==> src/rtl/spinet_pkg.sv <==
// Shared definitions for the SPI node ring: arbiter state encoding and
// the default ring size used by the ring, node and arbiter blocks.
package spinet_pkg;

    localparam int unsigned SPINET_N     = 8;
    localparam int unsigned SPINET_ABITS = 3;

    typedef enum logic [1:0] {
        IDLE    = 2'd0,
        HOLD    = 2'd1,
        RELEASE = 2'd2
    } arb_state_t;

endpackage

==> src/rtl/spinet_rr_pick.sv <==
// Rotating-priority finder: returns the first set request at or after ptr,
// wrapping modulo N. Indices >= N do not exist, so they are never picked.
module spinet_rr_pick import spinet_pkg::*; #(
    parameter int unsigned N     = SPINET_N,
    parameter int unsigned ABITS = SPINET_ABITS
) (
    input  logic [N-1:0]     req,
    input  logic [ABITS-1:0] ptr,
    output logic [N-1:0]     pick,
    output logic [ABITS-1:0] pick_id,
    output logic             any
);

    localparam int unsigned IW = $clog2(N);

    int unsigned base;
    int unsigned idx;

    // Walk the N candidates in priority order and keep the first hit.
    always_comb begin
        pick    = '0;
        pick_id = '0;
        any     = 1'b0;
        // An out-of-range ptr cannot occur in normal use; treat it as 0.
        base    = (32'(ptr) < N) ? 32'(ptr) : 32'd0;
        idx     = 32'd0;
        for (int unsigned k = 0; k < N; k++) begin
            idx = base + k;
            if (idx >= N) begin
                idx = idx - N;
            end
            if (!any && req[idx[IW-1:0]]) begin
                any                = 1'b1;
                pick[idx[IW-1:0]]  = 1'b1;
                pick_id            = ABITS'(idx);
            end
        end
    end

endmodule

==> src/rtl/spinet_arbiter.sv <==
// Ring-access arbiter: round-robin grant of the shared ring to one node at a
// time, with a one-cycle dead period after each grant.
// Optional hold timeout: define SPINET_ARB_TIMEOUT_EN to revoke grants held
// for MAXHOLD cycles and pulse timeout.
module spinet_arbiter import spinet_pkg::*; #(
    parameter int unsigned N       = SPINET_N,
    parameter int unsigned ABITS   = SPINET_ABITS,
    parameter int unsigned MAXHOLD = 16,
    parameter int unsigned HBITS   = 5
) (
    input  logic             clk,
    input  logic             rst,
    input  logic [N-1:0]     req,
    input  logic [N-1:0]     done,
    output logic [N-1:0]     gnt,
    output logic             gnt_valid,
    output logic [ABITS-1:0] gnt_id,
    output logic             timeout,
    output logic             busy
);

    localparam int unsigned IW = $clog2(N);

    // Elaboration-time parameter sanity checks.
    if (N < 2 || N > 16) begin : g_bad_n
        $error("spinet_arbiter: N must be in 2..16");
    end
    if ((1 << ABITS) < N || ABITS < IW) begin : g_bad_abits
        $error("spinet_arbiter: ABITS too narrow for N");
    end
    if (MAXHOLD < 2) begin : g_bad_maxhold
        $error("spinet_arbiter: MAXHOLD must be >= 2");
    end
    if ((1 << HBITS) <= MAXHOLD) begin : g_bad_hbits
        $error("spinet_arbiter: HBITS too narrow for MAXHOLD");
    end

    arb_state_t       state;
    logic [ABITS-1:0] ptr;
    logic [N-1:0]     pick;
    logic [ABITS-1:0] pick_id;
    logic             any;
    logic             normal_rel;
    logic [ABITS-1:0] next_ptr;
`ifdef SPINET_ARB_TIMEOUT_EN
    logic [HBITS-1:0] hold_cnt;
`endif

    spinet_rr_pick #(
        .N     (N),
        .ABITS (ABITS)
    ) u_pick (
        .req     (req),
        .ptr     (ptr),
        .pick    (pick),
        .pick_id (pick_id),
        .any     (any)
    );

    // Only the granted node's done/req are looked at; stray done bits vanish here.
    assign normal_rel = done[gnt_id[IW-1:0]] | ~req[gnt_id[IW-1:0]];
    // The node just served drops to lowest priority.
    assign next_ptr   = (32'(gnt_id) == N - 1) ? '0 : gnt_id + 1'b1;

    assign gnt_valid  = |gnt;
    assign busy       = (state != IDLE);

    // Arbitration FSM with registered grant, winner id and timeout pulse.
    always_ff @(posedge clk or negedge rst) begin
        if (!rst) begin
            state    <= IDLE;
            ptr      <= '0;
            gnt      <= '0;
            gnt_id   <= '0;
            timeout  <= 1'b0;
`ifdef SPINET_ARB_TIMEOUT_EN
            hold_cnt <= '0;
`endif
        end else begin
            timeout <= 1'b0;
            case (state)
                IDLE: begin
                    if (any) begin
                        gnt      <= pick;
                        gnt_id   <= pick_id;
`ifdef SPINET_ARB_TIMEOUT_EN
                        hold_cnt <= '0;
`endif
                        state    <= HOLD;
                    end
                end
                HOLD: begin
                    if (normal_rel) begin
                        gnt   <= '0;
                        ptr   <= next_ptr;
                        state <= RELEASE;
`ifdef SPINET_ARB_TIMEOUT_EN
                    end else if (hold_cnt == HBITS'(MAXHOLD - 1)) begin
                        gnt     <= '0;
                        ptr     <= next_ptr;
                        timeout <= 1'b1;
                        state   <= RELEASE;
                    end else begin
                        hold_cnt <= hold_cnt + 1'b1;
`endif
                    end
                end
                RELEASE: begin
                    state <= IDLE;
                end
                default: begin
                    state <= IDLE;
                end
            endcase
        end
    end

endmodule

==> config.mk <==
export PLATFORM = sky130hd
export DESIGN_NAME = spinet_arbiter
export DESIGN_NICKNAME = d
export VERILOG_FILES = /design/src/rtl/spinet_pkg.sv /design/src/rtl/spinet_rr_pick.sv /design/src/rtl/spinet_arbiter.sv
export SDC_FILE = /design/constraint.sdc
export NUM_CORES = 1
export LEC_CHECK = 0
export CORE_MARGIN = 2
export CORE_UTILIZATION = 50
export CTS_CLUSTER_DIAMETER = 120
export DETAILED_ROUTE_END_ITERATION = 10
export PLACE_DENSITY = 0.82
export SLEW_MARGIN = 20
export SYNTH_ARGS = -nofsm -noshare
export SYNTH_HDL_FRONTEND = slang
export SYNTH_SLANG_ARGS = --single-unit
==> constraint.sdc <==
create_clock -name clk -period 4.9 [get_ports clk]
set_input_delay 1.225 -clock clk [delete_from_list [all_inputs] [get_ports clk]]
set_output_delay 1.225 -clock clk [all_outputs]
set_load 0.005 [all_outputs]
; ---- Yosys cells after proc, flatten, opt, wreduce, memory -nomap -nowiden
; Index checks and enable logic that the tools add are counted.
[classes]
add_sub_neg = 16
n_lt_le_gt_ge = 25
n_eq_ne = 4
n_mux = 75
bitwise = 9
n_reduce_logical = 30
[ops]
columns = op, n
row1 = $mux W8, 10
row2 = $or A8 B8 Y8, 7
row3 = $mux W3, 17
row4 = $lt A3 B4 Y1 const B, 9
row5 = $bmux W1 S3, 10
row6 = $ge A4 B4 Y1 const B, 7
row7 = $mux W1, 26
row8 = $demux W1 S3, 8
row9 = $ge A3 B1 Y1 const B, 8
row10 = $sub A3 B1 Y3 const B, 8
row11 = $add A3 B3 Y4 const B, 4
row12 = $pmux W8 S2, 1
row13 = $logic_and A1 B1 Y1, 15
row14 = $add A3 B2 Y4 const B, 2
row15 = $reduce_or A8 Y1, 1
row16 = $logic_not A1 Y1, 7
row17 = $reduce_and A2 Y1, 3
row18 = $add A3 B1 Y4 const B, 1
row19 = $ge A3 B4 Y1 const B, 1
row20 = $mux W2, 2
row21 = $ne A2 B2 Y1 const B, 2
row22 = $pmux W2 S2, 1
row23 = $reduce_bool A2 Y1, 2
row24 = $add A3 B1 Y3 const B, 1
row25 = 6 further kinds, 6
[totals]
ff_bits = 16
input_bits = 18
output_inout_bits = 14
word_cells = 163

; ---- Logic depth before layout (Yosys ltp)
; Gate-level depths: netlist of the first run.
[logic_depth]
word_depth = 28
depth_mapped = 13
mapped_depth_nobuf = 9

; ---- Cells and area by module
; From an unflattened synthesis of the first run, not the netlist that was laid out.
[hier_totals]
hier_cells = 222
area_unflattened_um2 = 2103.3
[modules_own_cells]
columns = module, instances, cells_each, area_per_inst_um2
row1 = spinet_rr_pick, 1, 139, 1272.5
row2 = spinet_arbiter, 1, 83, 830.8

; ---- Worst setup path before layout of the first run
; No wires, ideal clock.
[synth_path]
kind = register -> register
start = reg ptr[1]
end = reg gnt[2]
setup_ns = 0.077
t_arrival_ns = 3.398
path_slack_ns = 1.426
path_stages_with_launch = 13
synth_period_minus_slack_ns = 3.474
cell_sequence = dfrtp_1 -> clkbuf_1 -> inv_1 -> ha_1 -> buf_2 -> inv_2 -> clkbuf_1 -> mux4_2 -> nand2b_1 -> nor4_2 -> a311oi_1 -> mux2_1 -> o21ai_1
[synth_via]
elab_chain_len = 28
word_cells_on_any_way = 128
[synth_rtl]
columns = item, line_no
row1 = from (decl), spinet_arbiter.sv:39  ; logic [ABITS-1:0] ptr;
row2 = from (signal assigned), spinet_arbiter.sv:95  ; ptr <= next_ptr;
row3 = branches (longest 28 deep; another with $add A3 B1 Y4), n/a
row4 = to (signal assigned), spinet_arbiter.sv:84  ; gnt <= pick;
row5 = to (decl), spinet_arbiter.sv:15  ; output logic [N-1:0] gnt,
; Several ways; the timed one is not identified. The select of a mux whose other input is x is not followed.
; A chain may end at the register's enable or synchronous reset.

; ---- Final worst setup path of the first run
[layout_path]
start = in req[4]
end = reg gnt[7]
[layout_via]
elab_chain_len = 26
word_cells_on_any_way = 62
[layout_rtl]
columns = item, line_no
row1 = from (decl), spinet_arbiter.sv:13  ; input logic [N-1:0] req,
row2 = $bmux W1 S3, spinet_rr_pick.sv:32  ; if (!any && req[idx[IW-1:0]]) begin
row3 = $mux W1 (not written as such), spinet_rr_pick.sv:32
row4 = $mux W1, spinet_rr_pick.sv:32
row5 = $logic_not A1 Y1, spinet_rr_pick.sv:32
row6 = $logic_and A1 B1 Y1, spinet_rr_pick.sv:32
row7 = $mux W1, spinet_rr_pick.sv:32
row8 = $logic_not A1 Y1, spinet_rr_pick.sv:32
row9 = $logic_and A1 B1 Y1, spinet_rr_pick.sv:32
row10 = [10 not listed], n/a
row11 = $logic_not A1 Y1, spinet_rr_pick.sv:32
row12 = $logic_and A1 B1 Y1, spinet_rr_pick.sv:32
row13 = $mux W1, spinet_rr_pick.sv:32
row14 = $logic_not A1 Y1, spinet_rr_pick.sv:32
row15 = $logic_and A1 B1 Y1, spinet_rr_pick.sv:32
row16 = $mux W8 or $mux W1 (tied branches), spinet_rr_pick.sv:32
row17 = $mux W8 or $ne A2 B2 Y1 (tied branches), n/a
row18 = $pmux W8 S2 or $reduce_and A3 Y1 (tied branches), n/a
; Parallel ways exist; a longest one is shown, timed or not. The select of a mux whose other input is x is not followed.

==> results of run 1 <==
==> sequential cells by signal, indices dropped and copies added, names as in the netlist <==
register and flops:
state 2, gnt_id 3, gnt 8, ptr 3
==> worst max path at each step <==
stage	startpoint	end	cells past startpoint
after CTS	req[4]	gnt[7]	8
after global routing	req[4]	gnt[0]	8
after global placement	req[4]	gnt[7]	8
after detailed placement	req[4]	gnt[7]	8
after floorplan	ptr[1]	gnt[2]	12
final	req[4]	gnt[7]	8
==> cell families (layout without fill, tap and decap cells) <==
group / Yosys count / count (layout) / share of synthesized area (%)
xor gates and xnor gates: 3 / 3 / 1.31
AOI/OAI and AO/OA: 63 / 63 / 25.0
DFF: 16 / 16 / 19.9
and+or+nand+nor: 80 / 80 / 22.0
muxes: 28 / 28 / 21.2
buffers and inverters: 23 / 45 / 5.42
adders and majority gates: 8 / 8 / 4.98
other: 1 / 1 / 0.187
==> per-stage QoR <==
step           hold WS [ns]  area (um2)  instances
5_1_grt               0.572        2370        294
4_1_cts               0.542        2370        294
3_5_place_dp          0.528        2320        290
6_report              0.538        2370        294
3_3_place_gp          0.517        2320        290
2_1_floorplan         0.508        2010        222
==> placed cells by master (no fill, tap or decap), drive strengths merged, types with 5 or more instances in the layout <==
cell type      instances
ha                     8
a21oi                  5
nor3                   7
inv                    7
mux4                  10
mux2                   6
nand2                 27
dfrtp                 16
o2bb2ai                5
nand2b                 6
nor4                   7
nor2                  11
clkdlybuf4s50         30
mux2i                 12
o21ai                  8
==> per-layer routing <==
layer  routed length (um)  share of wire, %
met5                    0                 0
met3                  326               5.9
met2                 2670                49
met4                   95               1.7
met1                 2390                44
==> cell type report <==
| type | instances | area (um2) | area share (%) |
|---|---|---|---|
| repair buffers | 33 | 323 | 13.6 |
| inverters | 8 | 30.0 | 1.27 |
| well taps | 50 | 62.6 | 2.64 |
| clock buffers | 4 | 55.1 | 2.32 |
| flip-flops and latches | 16 | 400 | 16.9 |
| multi-input cells | 183 | 1500 | 63.3 |
==> key figures, run 1 <==
Logic synthesis
  • Dominant cells by area after synthesis: dfrtp_1, mux4_2, mux2i_1
  • Post-synth EDFFs: 0
  • Synth area leader: dfrtp_1
  • Portion of synthesized cell area occupied by the leading cell type: 19.9%
  • Synthesized instance count: 222
  • Top flip-flop cell by instance count after synthesis: dfrtp_1
  • Post-synthesis sequential area ratio: 19.9%
  • Count of warnings emitted by yosys: 0
  • Register bit count reported by yosys: 16
  • Leading cell types by count after synthesis: nand2_1, dfrtp_1, mux2i_1, mux4_2, nor2_1
  • Unique masters post-synth: 68
  • Syn Area/Cell: a little over 9 um2
  • Post-synthesis net count: around 250
  • Async SR Flop Fraction: 100%
  • Most frequent cell after synthesis: nand2_1
  • Netlist area before placement: 2010 um2

Route
  • Count of nets left with antenna violations after detail routing: 0
  • Vias after detailed routing: roughly 2000
  • Number of remaining DRC errors: 0
  • Number of detailed-routing iterations run before antenna repair: 4
  • Post-Route WL: around 5500 um
  • Initial detailed-routing violation count: ~160
  • Via-per-instance ratio: approximately 6.7
  • Routed length per placed instance: between 15 and 20 um

CTS
  • TritonCTS clock tree: yes
  • Post-CTS setup buffers: 0
  • Clock insertion delay at the later pin of the skew report: roughly 0.26 ns
  • Root buffer cell: clkbuf_8
  • Number of buffers on the longest clock path: 2
  • Post-cts hold buffer count: 0
  • Number of instances resized during post-cts repair: 0
  • Clk sinks: 16
  • Cts bufs inserted: 3
  • Max H-tree Level: 1
  • Post-CTS clock slew at the launch and capture registers of the worst setup and hold paths: ~0.070 ns

Outcome
  • Result of the run: finished clean

Global route
  • Total gr overflow: 0
  • Vias in the first global route: 1819
  • Met1 layer usage reported by global route: between 30% and 40%
  • Grt met2 use: between 40% and 50%
  • Met3 Track Usage GR: between 3 and 4%
  • Busiest metal layer after global routing: met2
  • Global-route wire length before repair: just under 9000 um
  • Antenna violations before repair: 0
  • Total GRT Usage: between 20 and 30%
  • Largest net degree at the start of global routing: 26

STA
  • Hold Vio Cnt, Final: 0
  • Setup repair after global routing missed its margin: false
  • Final-report setup violation count: 0
  • Largest clock skew in the final design: a little under 0.005 ns
  • Achievable frequency: between 200 and 300 MHz
  • Total negative slack: 0 ns
  • Clock period minus final worst setup slack: approximately 4.0 ns
  • Count of final max-slew check failures: 0
  • Least-Margin Pin Slew: between 0.7 and 0.8 ns
  • Worst slew slack as a fraction of its limit: between 40 and 50%
  • Post-route worst setup slack: around 0.91 ns
  • Final critical-path share of the clock period: approximately four fifths

Floorplanning
  • Die Outline Area: ~4500 um2
  • Die boundary height: between 60 and 70 um
  • Count of standard-cell rows: 23
  • Starting utilization of the core area: between 50% and 60%
  • Die span in x: roughly 67 um
  • I/O pin count: 32
  • Std-Cell Core Area: approximately 3900 um2

Worst hold path
  • Class of the tightest hold or removal check: reg -> reg
  • Hold_sp: gnt[5]
  • Sink of the worst hold path: gnt[5]
  • Hold-critical path depth: 1

Worst setup path
  • Start-to-end type of the worst setup path: in -> reg
  • Highest cell delay on the worst timing path: around 0.6 ns
  • Slack of the worst reg-to-reg path: 1.04 ns
  • CP max-delay cell: mux4_2
  • Terminus of the critical flop-to-flop path: gnt[7]
  • R2R Path Start: ptr[1]
  • Required time at the worst-slack endpoint: approximately 5.1 ns
  • Kind of cell adding the most delay to the critical path: compound AO/OA/AOI/OAI gates
  • Critical path startpoint category: input port
  • Cells traversed along the worst timing path: clkdlybuf4s50_1, mux2i_1, mux4_2, a22oi_4, nor3_1, a31o_2, and2_1, a22o_1
  • Arrival time at the worst endpoint: about 4.1 ns
  • Critical Path End Type: flop
  • Logic depth of the worst register-to-register path: 9
  • Crit path max fanout: 23
  • CP bufs+invs: 1

Place
  • Number of port buffers: 30
  • Final Wtd Congestion: 0.992
  • Post-placement worst setup slack: approximately 0.68 ns
  • DP Wirelength: about 4000 um

Cells and area
  • Signed area change from the synthesized netlist to the final layout: 18.0%
  • Number of antenna repair diodes: 0
  • Count of filler cells inserted in the layout: 336
  • Post-layout util: roughly three fifths
  • Layout cells sized above 1: between 10% and 20%
  • Net count reported at finish: about 270

Job
  • Max-cap violation count: 0
Power of run 1 is not shown: default switching activity piles up to over one toggle a cycle in this logic, so the estimate is an artifact.
==> inputs of run 2 (changes only) <==
==> constraint.sdc (replaced) <==
create_clock -name clk -period 4.18 [get_ports clk]
set_input_delay 1.045 -clock clk [delete_from_list [all_inputs] [get_ports clk]]
set_output_delay 1.045 -clock clk [all_outputs]
set_load 0.005 [all_outputs]
==> run 2 against run 1 <==
Critical endpoint unchanged. Clock-buffer cell count unchanged. Clock skew decreased by 0.0037 ns. Non-clock buffer count increased by 7. Via count increased by 0.82%. Highest routed layer unchanged. Final cell count increased by 2.4%.
==> key figures, run 2 (synthesis gave the netlist of run 1 again) <==
Power and ir drop
  • Relative contribution of sequential cells to total power: a little under an eighth
  • Switching Power: 1.26 mW
  • Internal Dissipation: 1.18 mW
  • Static power due to leakage: 0.950 nW
  • Power per Cell Area: approximately 1000 nW/um2
  • Clk pwr share: about 5.6%
  • Switching part of the total: 51.6%
  • Maximum vdd ir drop: approximately 0.43 mV
  • Combinational share of power: 82.4%
  • Total power after layout: around 2.4 mW

CTS
  • Post-CTS clock slew at the launch and capture registers of the worst setup and hold paths: 0.06 ns (about the same)
  • TritonCTS clock tree: yes
  • Post-cts hold buffer count: 0 (unchanged)
  • Number of instances resized during post-cts repair: 0 (unchanged)
  • Cts bufs inserted: 3 (unchanged)
  • Clk sinks: 16 (unchanged)
  • Root buffer cell: clkbuf_8
  • Post-CTS setup buffers: 0 (unchanged)
  • Clock insertion delay at the later pin of the skew report: 0.25 ns (about the same)
  • Max H-tree Level: 1 (unchanged)
  • Number of buffers on the longest clock path: 2 (unchanged)

Cells and area
  • Layout cells sized above 1: 16.7% (+2.4 points)
  • Number of antenna repair diodes: 0 (unchanged)
  • Net count reported at finish: 278 (+2.6%)
  • Flip-flop count of the largest register, all copies and words added: 8 (unchanged)
  • Register with the highest flop count: gnt
  • Signed area change from the synthesized netlist to the final layout: 20.6%
  • Final Instance Count excl. Fillers: 301 (+2.4%)
  • Most frequent cells in the layout: clkdlybuf4s50_1, nand2_1, dfrtp_1
  • Area of all placed cells without fillers: 2420 um2 (+2.2%)
  • Count of filler cells inserted in the layout: 332 (-1.2%)
  • Most common library cell in the layout ignoring fill and taps: clkdlybuf4s50_1
  • Largest registers ranked by flip-flop count: gnt (8), gnt_id (3), ptr (3)

Worst setup path
  • CP max-delay cell: mux4_2
  • Cells traversed along the worst timing path: clkdlybuf4s50_1, mux2i_1, mux4_2, a22oi_4, nor3_1, a31o_2, and2_1, a22o_1
  • Arrival time at the worst endpoint: 3.99 ns (-0.15 ns)
  • Crit path max fanout: 23 (unchanged)
  • Critical path startpoint category: input port
  • R2R Path Start: ptr[0]
  • Start-to-end type of the worst setup path: in -> reg
  • Highest cell delay on the worst timing path: 0.58 ns (about the same)
  • Origin of the worst setup path: req[2]
  • Required time at the worst-slack endpoint: 4.32 ns (-0.73 ns)
  • Critical Path End Type: flop

Floorplanning
  • Std-Cell Core Area: 3940 um2 (unchanged)
  • Count of standard-cell rows: 23 (unchanged)
  • Die boundary height: 67.4 um (unchanged)
  • Die span in x: 67.4 um (unchanged)
  • Starting utilization of the core area: 51.0% (unchanged)
  • Die Outline Area: 4540 um2 (unchanged)
  • I/O pin count: 32 (unchanged)

Worst hold path
  • Hold_sp: gnt[5]
  • Class of the tightest hold or removal check: reg -> reg

Route
  • Post-Route WL: 5500 um (+0.16%)
  • Routed length per placed instance: 18.3 um (-2.2%)
  • Vias after detailed routing: 1974 (+0.82%)
  • Number of remaining DRC errors: 0 (unchanged)
  • Count of nets left with antenna violations after detail routing: 0 (unchanged)
  • Number of detailed-routing iterations run before antenna repair: 4 (unchanged)
  • Initial detailed-routing violation count: 121 (-25%)
  • Via-per-instance ratio: 6.56 (-1.5%)

STA
  • Final critical-path share of the clock period: between 90% and 100%
  • Achievable frequency: ~260 MHz
  • Setup repair after global routing missed its margin: false
  • Hold Vio Cnt, Final: 0 (unchanged)
  • Total negative slack: 0 ns (unchanged)
  • Count of final max-slew check failures: 0 (unchanged)
  • Largest clock skew in the final design: 0.00116 ns (-0.00366 ns)
  • Final hold slack: 0.536 ns (-0.00187 ns)
  • Clock period minus final worst setup slack: 3.85 ns
  • Least-Margin Pin Slew: 0.740 ns (-0.0410 ns)
  • Final-report setup violation count: 0 (unchanged)
  • Worst slew slack as a fraction of its limit: 50.5% (+2.7 points)

Place
  • Number of port buffers: 30 (unchanged)
  • Area of placed instances: 2370 um2 (+2.3%)
  • DP Wirelength: 4220 um (+5.0%)
  • Final Wtd Congestion: 1.05 (+5.7%)
  • Placed instance count: 297 (+2.4%)

Global route
  • Total GRT Usage: 24.9% (-0.84 points)
  • Largest net degree at the start of global routing: 24 (-7.7%)
  • Antenna violations before repair: 0 (unchanged)
  • Global-route wire length before repair: 8450 um (-4.7%)
  • Vias in the first global route: 1692 (-7.0%)
  • Total gr overflow: 0 (unchanged)

Job
  • Max-cap violation count: 0 (unchanged)

Outcome
  • Result of the run: finished clean
==> run 2: critical path, delay by kind of cell <==
| kind | cells | cell delay, ns |
|---|---|---|
| multiplexers | 2 | 0.85 |
| buffers and inverters | 1 | 0.55 |
| AND/OR/NAND/NOR | 2 | 0.36 |
| AO/OA/AOI/OAI | 3 | 1.17 |
==> run 2: final cells by class <==
class	count	area (um2)	share of cell area [%]
flip-flops and latches	16	400	16.5
repair buffers	40	375	15.5
well taps	50	62.6	2.58
clock buffers	4	55.1	2.27
inverters	8	30.0	1.24
multi-input cells	183	1500	61.9
==> run 2: path summary, 6_finish.rpt <==
| kind | endpoint | slack (ns) | cells past startpoint |
|---|---|---|---|
| worst max-delay path | gnt[7] | 0.33 | 8 |
| max in group asynchronous | gnt[7] | 2.48 | 1 |
| min in group asynchronous | gnt[1] | 1.24 | 1 |
| worst max register to register | gnt[6] | 0.76 | 9 |
| worst min-delay path | gnt[5] | 0.54 | 1 |
| worst min register to register | gnt[5] | 0.54 | 1 |
==> run 2: routing by layer <==
layer | vias up | share of wire [%] | global-route usage (%)
met5 | - | 0 | 0
met4 | 0 | 1.4 | 6.12
met3 | 6 | 5.4 | 3.83
met2 | 88 | 52 | 42.6
met1 | 941 | 42 | 32.7
li1 | 939 | - | -
==> run 2: stage by stage <==
stage                     utilization (%)  worst slack [ns]
after global routing                 61.5             0.218
after detailed placement             60.1             0.135
after global placement               60.1             0.232
final                                61.5             0.331
after floorplan                         -             0.706
after CTS                            61.5             0.396
==> run 2: power by group through the flow <==
stage / Clock, mW / Sequential, mW / Combinational (mW)
after floorplan: 0 / 0.281 / 1.49
after global placement: 0 / 0.292 / 1.95
after detailed placement: 0 / 0.296 / 1.98
after CTS: 0.141 / 0.294 / 1.99
after global routing: 0.150 / 0.303 / 2.16
final: 0.137 / 0.294 / 2.02
(Power assumes the default switching activity.)
